### src/rtl/freq_entry_ctrl_if.sv
// Button / display bundle for the BCD frequency-entry controller.
// master drives the buttons (front panel), slave is the controller itself.
interface freq_entry_ctrl_if #(
  parameter int unsigned DIGITS = 5
);
  logic                  btn_up;
  logic                  btn_down;
  logic                  btn_left;
  logic                  btn_right;
  logic                  btn_enter;
  logic [4*DIGITS-1:0]   bcd;
  logic [2:0]            cursor;
  logic [31:0]           bin;
  logic                  bin_valid;
  logic                  clamped;
  logic                  busy;

  modport master (
    output btn_up, btn_down, btn_left, btn_right, btn_enter,
    input  bcd, cursor, bin, bin_valid, clamped, busy
  );

  modport slave (
    input  btn_up, btn_down, btn_left, btn_right, btn_enter,
    output bcd, cursor, bin, bin_valid, clamped, busy
  );
endinterface

### src/rtl/freq_entry_ctrl.sv
// BCD digit editor with cursor, plus a serial BCD-to-binary converter that
// commits the buffer on ENTER and clamps the result to MAX_VAL.
module freq_entry_ctrl #(
  parameter int unsigned          DIGITS    = 5,
  parameter logic [4*DIGITS-1:0]  RESET_BCD = 20'h01000,
  parameter logic [31:0]          MAX_VAL   = 32'd99999
) (
  input  logic clk,
  input  logic reset,
  freq_entry_ctrl_if.slave bus
);

  typedef enum logic {EDIT, CONV} state_t;

  state_t               state_q, state_d;
  logic [4*DIGITS-1:0]  bcd_q;
  logic [2:0]           cursor_q;
  logic [31:0]          bin_q;
  logic                 vld_p0;
  logic                 clamped_q;
  logic [31:0]          acc_q;
  logic [3:0]           cnt_q;
  logic [4*DIGITS-1:0]  snap_q;

  logic                 do_enter, do_up, do_down, do_left, do_right;
  logic                 do_step, do_done;
  logic [3:0]           sel_digit;
  logic [3:0]           msd;
  logic [31:0]          acc_next;

  function automatic logic [3:0] bcd_inc(input logic [3:0] d);
    return (d >= 4'd9) ? 4'd0 : d + 4'd1;
  endfunction

  function automatic logic [3:0] bcd_dec(input logic [3:0] d);
    return (d == 4'd0) ? 4'd9 : d - 4'd1;
  endfunction

  function automatic logic [31:0] sat_max(input logic [31:0] x);
    return (x > MAX_VAL) ? MAX_VAL : x;
  endfunction

  function automatic logic [2:0] cur_left(input logic [2:0] c);
    return (c == 3'(DIGITS - 1)) ? 3'd0 : c + 3'd1;
  endfunction

  function automatic logic [2:0] cur_right(input logic [2:0] c);
    return (c == 3'd0) ? 3'(DIGITS - 1) : c - 3'd1;
  endfunction

  assign sel_digit = bcd_q[{cursor_q, 2'b00} +: 4];
  assign msd       = snap_q[4*DIGITS-1 -: 4];
  // acc*10 built from two shifts so no multiplier is inferred
  assign acc_next  = (acc_q << 3) + (acc_q << 1) + {28'd0, msd};

  always_comb begin
    state_d  = state_q;
    do_enter = 1'b0;
    do_up    = 1'b0;
    do_down  = 1'b0;
    do_left  = 1'b0;
    do_right = 1'b0;
    do_step  = 1'b0;
    do_done  = 1'b0;
    case (state_q)
      EDIT: begin
        if (bus.btn_enter) begin
          do_enter = 1'b1;
          state_d  = CONV;
        end else if (bus.btn_up) begin
          do_up = 1'b1;
        end else if (bus.btn_down) begin
          do_down = 1'b1;
        end else if (bus.btn_left) begin
          do_left = 1'b1;
        end else if (bus.btn_right) begin
          do_right = 1'b1;
        end
      end
      CONV: begin
        do_step = 1'b1;
        if (cnt_q == 4'(DIGITS - 1)) begin
          do_done = 1'b1;
          state_d = EDIT;
        end
      end
      default: state_d = EDIT;
    endcase
  end

  // edit / convert stage: all state advances here on the rising edge
  always_ff @(posedge clk) begin
    if (reset) begin
      state_q   <= EDIT;
      bcd_q     <= RESET_BCD;
      cursor_q  <= 3'd0;
      bin_q     <= 32'd0;
      vld_p0    <= 1'b0;
      clamped_q <= 1'b0;
      acc_q     <= 32'd0;
      cnt_q     <= 4'd0;
    end else begin
      state_q <= state_d;
      vld_p0  <= do_done;
      if (do_up)
        bcd_q[{cursor_q, 2'b00} +: 4] <= bcd_inc(sel_digit);
      if (do_down)
        bcd_q[{cursor_q, 2'b00} +: 4] <= bcd_dec(sel_digit);
      if (do_left)
        cursor_q <= cur_left(cursor_q);
      if (do_right)
        cursor_q <= cur_right(cursor_q);
      if (do_enter) begin
        acc_q <= 32'd0;
        cnt_q <= 4'd0;
      end
      if (do_step) begin
        acc_q <= acc_next;
        cnt_q <= cnt_q + 4'd1;
      end
      if (do_done) begin
        bin_q     <= sat_max(acc_next);
        clamped_q <= (acc_next > MAX_VAL);
      end
    end
  end

  // the snapshot only carries data; it is always reloaded before use
  always_ff @(posedge clk) begin
    if (do_enter)
      snap_q <= bcd_q;
    else if (do_step)
      snap_q <= snap_q << 4;
  end

  assign bus.bcd       = bcd_q;
  assign bus.cursor    = cursor_q;
  assign bus.bin       = bin_q;
  assign bus.bin_valid = vld_p0;
  assign bus.clamped   = clamped_q;
  assign bus.busy      = (state_q == CONV);

endmodule

### src/flat_wrapper.sv
// flat-port wrapper written by rule: the top's interface ports become plain ports
module freq_entry_ctrl_flat 
#(
  parameter int unsigned          DIGITS    = 5,
  parameter logic [4*DIGITS-1:0]  RESET_BCD = 20'h01000,
  parameter logic [31:0]          MAX_VAL   = 32'd99999
)
  (clk, reset, bus_btn_up, bus_btn_down, bus_btn_left, bus_btn_right, bus_btn_enter, bus_bcd, bus_cursor, bus_bin, bus_bin_valid, bus_clamped, bus_busy);
  freq_entry_ctrl_if #(.DIGITS(DIGITS)) bus_i ();
  input  logic clk;
  input  logic reset;
  input wire logic [$bits(bus_i.btn_up)-1:0] bus_btn_up;
  input wire logic [$bits(bus_i.btn_down)-1:0] bus_btn_down;
  input wire logic [$bits(bus_i.btn_left)-1:0] bus_btn_left;
  input wire logic [$bits(bus_i.btn_right)-1:0] bus_btn_right;
  input wire logic [$bits(bus_i.btn_enter)-1:0] bus_btn_enter;
  output wire logic [$bits(bus_i.bcd)-1:0] bus_bcd;
  output wire logic [$bits(bus_i.cursor)-1:0] bus_cursor;
  output wire logic [$bits(bus_i.bin)-1:0] bus_bin;
  output wire logic [$bits(bus_i.bin_valid)-1:0] bus_bin_valid;
  output wire logic [$bits(bus_i.clamped)-1:0] bus_clamped;
  output wire logic [$bits(bus_i.busy)-1:0] bus_busy;
  assign bus_i.btn_up = bus_btn_up;
  assign bus_i.btn_down = bus_btn_down;
  assign bus_i.btn_left = bus_btn_left;
  assign bus_i.btn_right = bus_btn_right;
  assign bus_i.btn_enter = bus_btn_enter;
  assign bus_bcd = bus_i.bcd;
  assign bus_cursor = bus_i.cursor;
  assign bus_bin = bus_i.bin;
  assign bus_bin_valid = bus_i.bin_valid;
  assign bus_clamped = bus_i.clamped;
  assign bus_busy = bus_i.busy;
  freq_entry_ctrl #(.DIGITS(DIGITS), .RESET_BCD(RESET_BCD), .MAX_VAL(MAX_VAL)) u_core (.clk(clk), .reset(reset), .bus(bus_i));
endmodule
### config.mk
export PLATFORM = sky130hd
export DESIGN_NAME = freq_entry_ctrl_flat
export DESIGN_NICKNAME = d
export VERILOG_FILES = /design/src/rtl/freq_entry_ctrl_if.sv /design/src/rtl/freq_entry_ctrl.sv /design/src/flat_wrapper.sv
export SDC_FILE = /design/constraint.sdc
export NUM_CORES = 1
export LEC_CHECK = 0
export BUFFER_PORTS_ARGS = -buffer_cell sky130_fd_sc_hd__buf_2
export CAP_MARGIN = 30
export CORE_MARGIN = 1
export CORE_UTILIZATION = 55
export CTS_BUF_LIST = sky130_fd_sc_hd__clkbuf_8 sky130_fd_sc_hd__clkbuf_16
export CTS_CLUSTER_SIZE = 8
export DETAILED_ROUTE_END_ITERATION = 16
export GPL_ROUTABILITY_DRIVEN = 1
export PLACE_DENSITY = 0.87
export SLEW_MARGIN = 20
export SYNTH_ARGS = -nofsm -noshare
export SYNTH_HDL_FRONTEND = slang
export SYNTH_SLANG_ARGS = --single-unit
export TNS_END_PERCENT = 20
### constraint.sdc
create_clock -name clk -period 6.4 [get_ports clk]
set_clock_uncertainty 0.15 [all_clocks]
set_input_delay 0.32 -clock clk [delete_from_list [all_inputs] [get_ports clk]]
set_output_delay 0.32 -clock clk [all_outputs]
set_load 0.01 [all_outputs]
==> impl_results.md <==
- Status: completed
- WS Path Type: flop to flop
- Routed WL per cell: 16.87 µm
- RSZ-0062 raised after global routing: false
- Worst setup EP type: flop
- Critical path's largest stage delay: 0.50 ns
- Layout cells sized above 1: 15.20%
- Vias in the first global route: 5817
- Core Rows: 40
- Area growth from synthesis to layout: 15.27%
- Crit-path slowest cell: fa_1
- Share of power burned in registers: 40.5%
- Yosys top cell area share: 27.15%
- Startpoint types: flop
- Antenna Cells: 0
- Final Slew Violations: 0
- Final period utilization: 67.38%
- Syn Area/Cell: 8.725 µm²
- Sw power: 0.4881 mW
- Post-CTS Resized: 0
- Synth area leaders: dfxtp_1 27%, ha_1 13%, edfxtp_1 8.8%, nor2_1 5.4%, a21oi_1 4.5%
- Grt peak-use layer: met2
- Number of max-cap violations: 0
- Ports: 65
- Die Span Y: 113.7 µm
- Initial core utilization: 56.86%
- Clock sink count: 113
- DR vias: 6211
- Root Driver: clkbuf_16
- GPL Wtd Cong: 0.9097
- Die W: 113.7 µm
- Final ANT Viol Nets: 0
- Clock power frac: 51.5%
- Distinct cells, synth: 57
- FF+latch count, synth: 113
- Comb power frac: 8.0%
- H-Tree Depth: 4
- VDD IR-drop max: 0.1302 mV
- Detailed Routing Iterations Pass 1: 6
- Synthesized area: 6858 µm²
- # hold bufs at CTS: 0
- Clk pin slew, worst setup/hold paths: 0.06 ns
- Largest net degree at the start of global routing: 73
- Worst-Margin Slew: 0.9021 ns
- Compound-Gate Fraction of Synth Area: 19.52%
- Detail Placement HPWL: 12120 µm
- Post-Syn Instances: 786
- Async SR Flop Fraction: 0%
- Primary FF master, synth: dfxtp_1
- Hold/Removal Path Class: primary input to flop
- GR Util met3: 5.951%
- Xor-xnor portion of the synthesized cell area: 3.576%
- Core area: 12060 µm²
- Overall Power: 1.872 mW
- WP buf/inv: 2
- Worst path cell trace: inv_1, fa_1, fa_1, nand2b_1, a211oi_1, o2111ai_1, and3_2, xnor2_1, a311o_1, o311a_1, nor4_2, buf_2, a41oi_1
- Clock tree buffer depth: 2
- CP Max Fanout: 10
- Num CTS Buffers: 17
- Die Area: 12920 µm²
- Slew HR: 39.80%
- Post-synth EDFFs: 20
- Port bufs: 64
- Mux contribution to synthesized area: 4.689%
- Final Hold Viols: 0
- Leakage: 3.593 nW
- CP required: 6.52 ns
- Met2 Use GR: 45.57%
- Largest family of logic cells by synthesized area: simple AND/OR/NAND/NOR gates
- Routed wire length: 17260 µm
- Fmax: 231.9 MHz
- CTS tree: built
- Initial antenna violation count: 0
- Adder and majority gate portion of the synthesized area: 13.54%
- Synth warn: 0
- Sequential fraction of the synthesis area: 35.91%
- Post-synthesis simple-gate area fraction: 19.54%
- First-pass GRT wire length: 27930 µm
- Fin crit period: 4.312 ns
- Pwr Density: 236.8 nW/µm²
- Cell repeated most along the worst path: fa_1
- Syn nets: 866
- Remaining Overflow, GRT: 0
- DRT iter0 DRCs: 489
- Crit path DAT: 4.43 ns
- Most frequent cell after synthesis: nor2_1
- Internal Power: 1.384 mW
- Clk_lat worst skew: 0.43 ns
- Setup TNS: 0 ns
- Top delay family on crit path: compound AO/OA/AOI/OAI gates
- Vias per cell: 6.071
- Count of endpoints failing setup in the final report: 0
- Nets: 922
- Net Sw Frac: 26.08%
- # DRC: 0
- Postcts setup bufs: 0
- Largest area contributor in the netlist: dfxtp_1
- Post-synth top cells: 98 x nor2_1, 93 x dfxtp_1, 71 x ha_1
- Met1 usage: 33.15%
- GRT Util Overall: 27.17%
[logic make-up (layout without fill, tap and decap cells)]
family          Yosys count  after routing
buf+inv                  57            126
simple gates            279            279
mux                      25             25
compound gates          211            211
xor+xnor                 28             28
fa+ha+maj                73             73
flops                   113            113
[worst register-to-register path, stage by stage, from the launching register on]
cell and delay (ns):
dfxtp_1 0.34, inv_1 0.07, fa_1 0.50, fa_1 0.47
nand2b_1 0.19, a211oi_1 0.33, o2111ai_1 0.18, and3_2 0.25
xnor2_1 0.17, a311o_1 0.34, o311a_1 0.32, nor4_2 0.42
buf_2 0.30, a41oi_1 0.14
[cell type report]
class	instances	area, µm²
inverters	25	93.84
repair buffers	69	355.3
flip-flops and latches	113	2464
multi-input cells	616	4183
well taps	168	210.2
clock inverters	15	173.9
fillers	919	4156
clock buffers	17	425.4
[path summary, 6_finish.rpt]
| kind | slack, ns | endpoint | startpoint | cells after the start |
|---|---|---|---|---|
| worst max register to register | 2.09 | u_core.bus.bin[3]$_SDFFE_PP0P_ | u_core.acc_q[0]$_SDFFE_PP0P_ | 13 |
| worst min-delay path | 0.27 | u_core.bus.cursor[2]$_SDFFE_PP0P_ | bus_btn_right | 4 |
| worst min register to register | 0.30 | u_core.bus.bin[5]$_SDFFE_PP0P_ | u_core.bus.bin[5]$_SDFFE_PP0P_ | 2 |
| worst max-delay path | 2.09 | u_core.bus.bin[3]$_SDFFE_PP0P_ | u_core.acc_q[0]$_SDFFE_PP0P_ | 13 |
[layer usage]
layer,vias up,share of wire (%)
met5,-,0
met4,0,2.9
met3,57,7.3
met2,275,47
met1,2911,43
li1,2968,-
[through the flow]
step	cell area (µm²)	instances	util [%]	setup WS (ns)	hold slack, ns
after CTS	7898	1022	65.48	1.834	0.2670
after floorplan	6858	786	-	2.439	0.3072
final	7905	1023	65.54	2.088	0.2671
after detailed placement	7298	990	60.51	1.859	0.2869
after global routing	7905	1023	65.54	1.912	0.3201
after global placement	7298	990	60.51	1.959	0.2815
[sequential cells by signal, indices dropped and copies added, names as in the netlist]
register / flops
u_core.bus.clamped: 1
u_core.bus.bin: 32
u_core.bus.busy: 1
u_core.bus.bcd: 20
u_core.bus.cursor: 3
u_core.cnt_q: 4
u_core.bus.bin_valid: 1
u_core.snap_q: 20
u_core.acc_q: 31
[placed cells by master, fill, tap and decap left out, drive strengths merged, types with 3 or more instances in the layout]
cell    count
nand2      68
o2bb2a      3
o21a        4
a21o        7
ha         71
edfxtp     20
mux2i       4
nor3       10
nand3b      6
clkinv      5
o21bai     12
nor3b      17
and3        9
o211ai      3
clkbuf     17
nor2b       5
o21ai      40
xnor2      17
nand3      15
nand2b      3
o31ai      10
nor2       98
xor2       11
dfxtp      93
inv        32
nor4        4
nand4       7
a211oi      7
or3         3
and2       29
mux4        4
o22ai       5
a21oi      63
a31oi      16
mux2       17
a22oi      23
a41oi       4
buf        69
[power groups by stage]
| stage | combinational [mW] | sequential [mW] | clock (mW) |
|---|---|---|---|
| finish | 0.150 | 0.757 | 0.965 |
| floorplan | 0.110 | 0.768 | 0 |
| global route | 0.165 | 0.759 | 0.996 |
| global placement | 0.141 | 0.771 | 0 |
| CTS | 0.147 | 0.757 | 0.968 |
| detailed placement | 0.146 | 0.772 | 0 |
No activity file was read; power rests on OpenSTA's default activity.
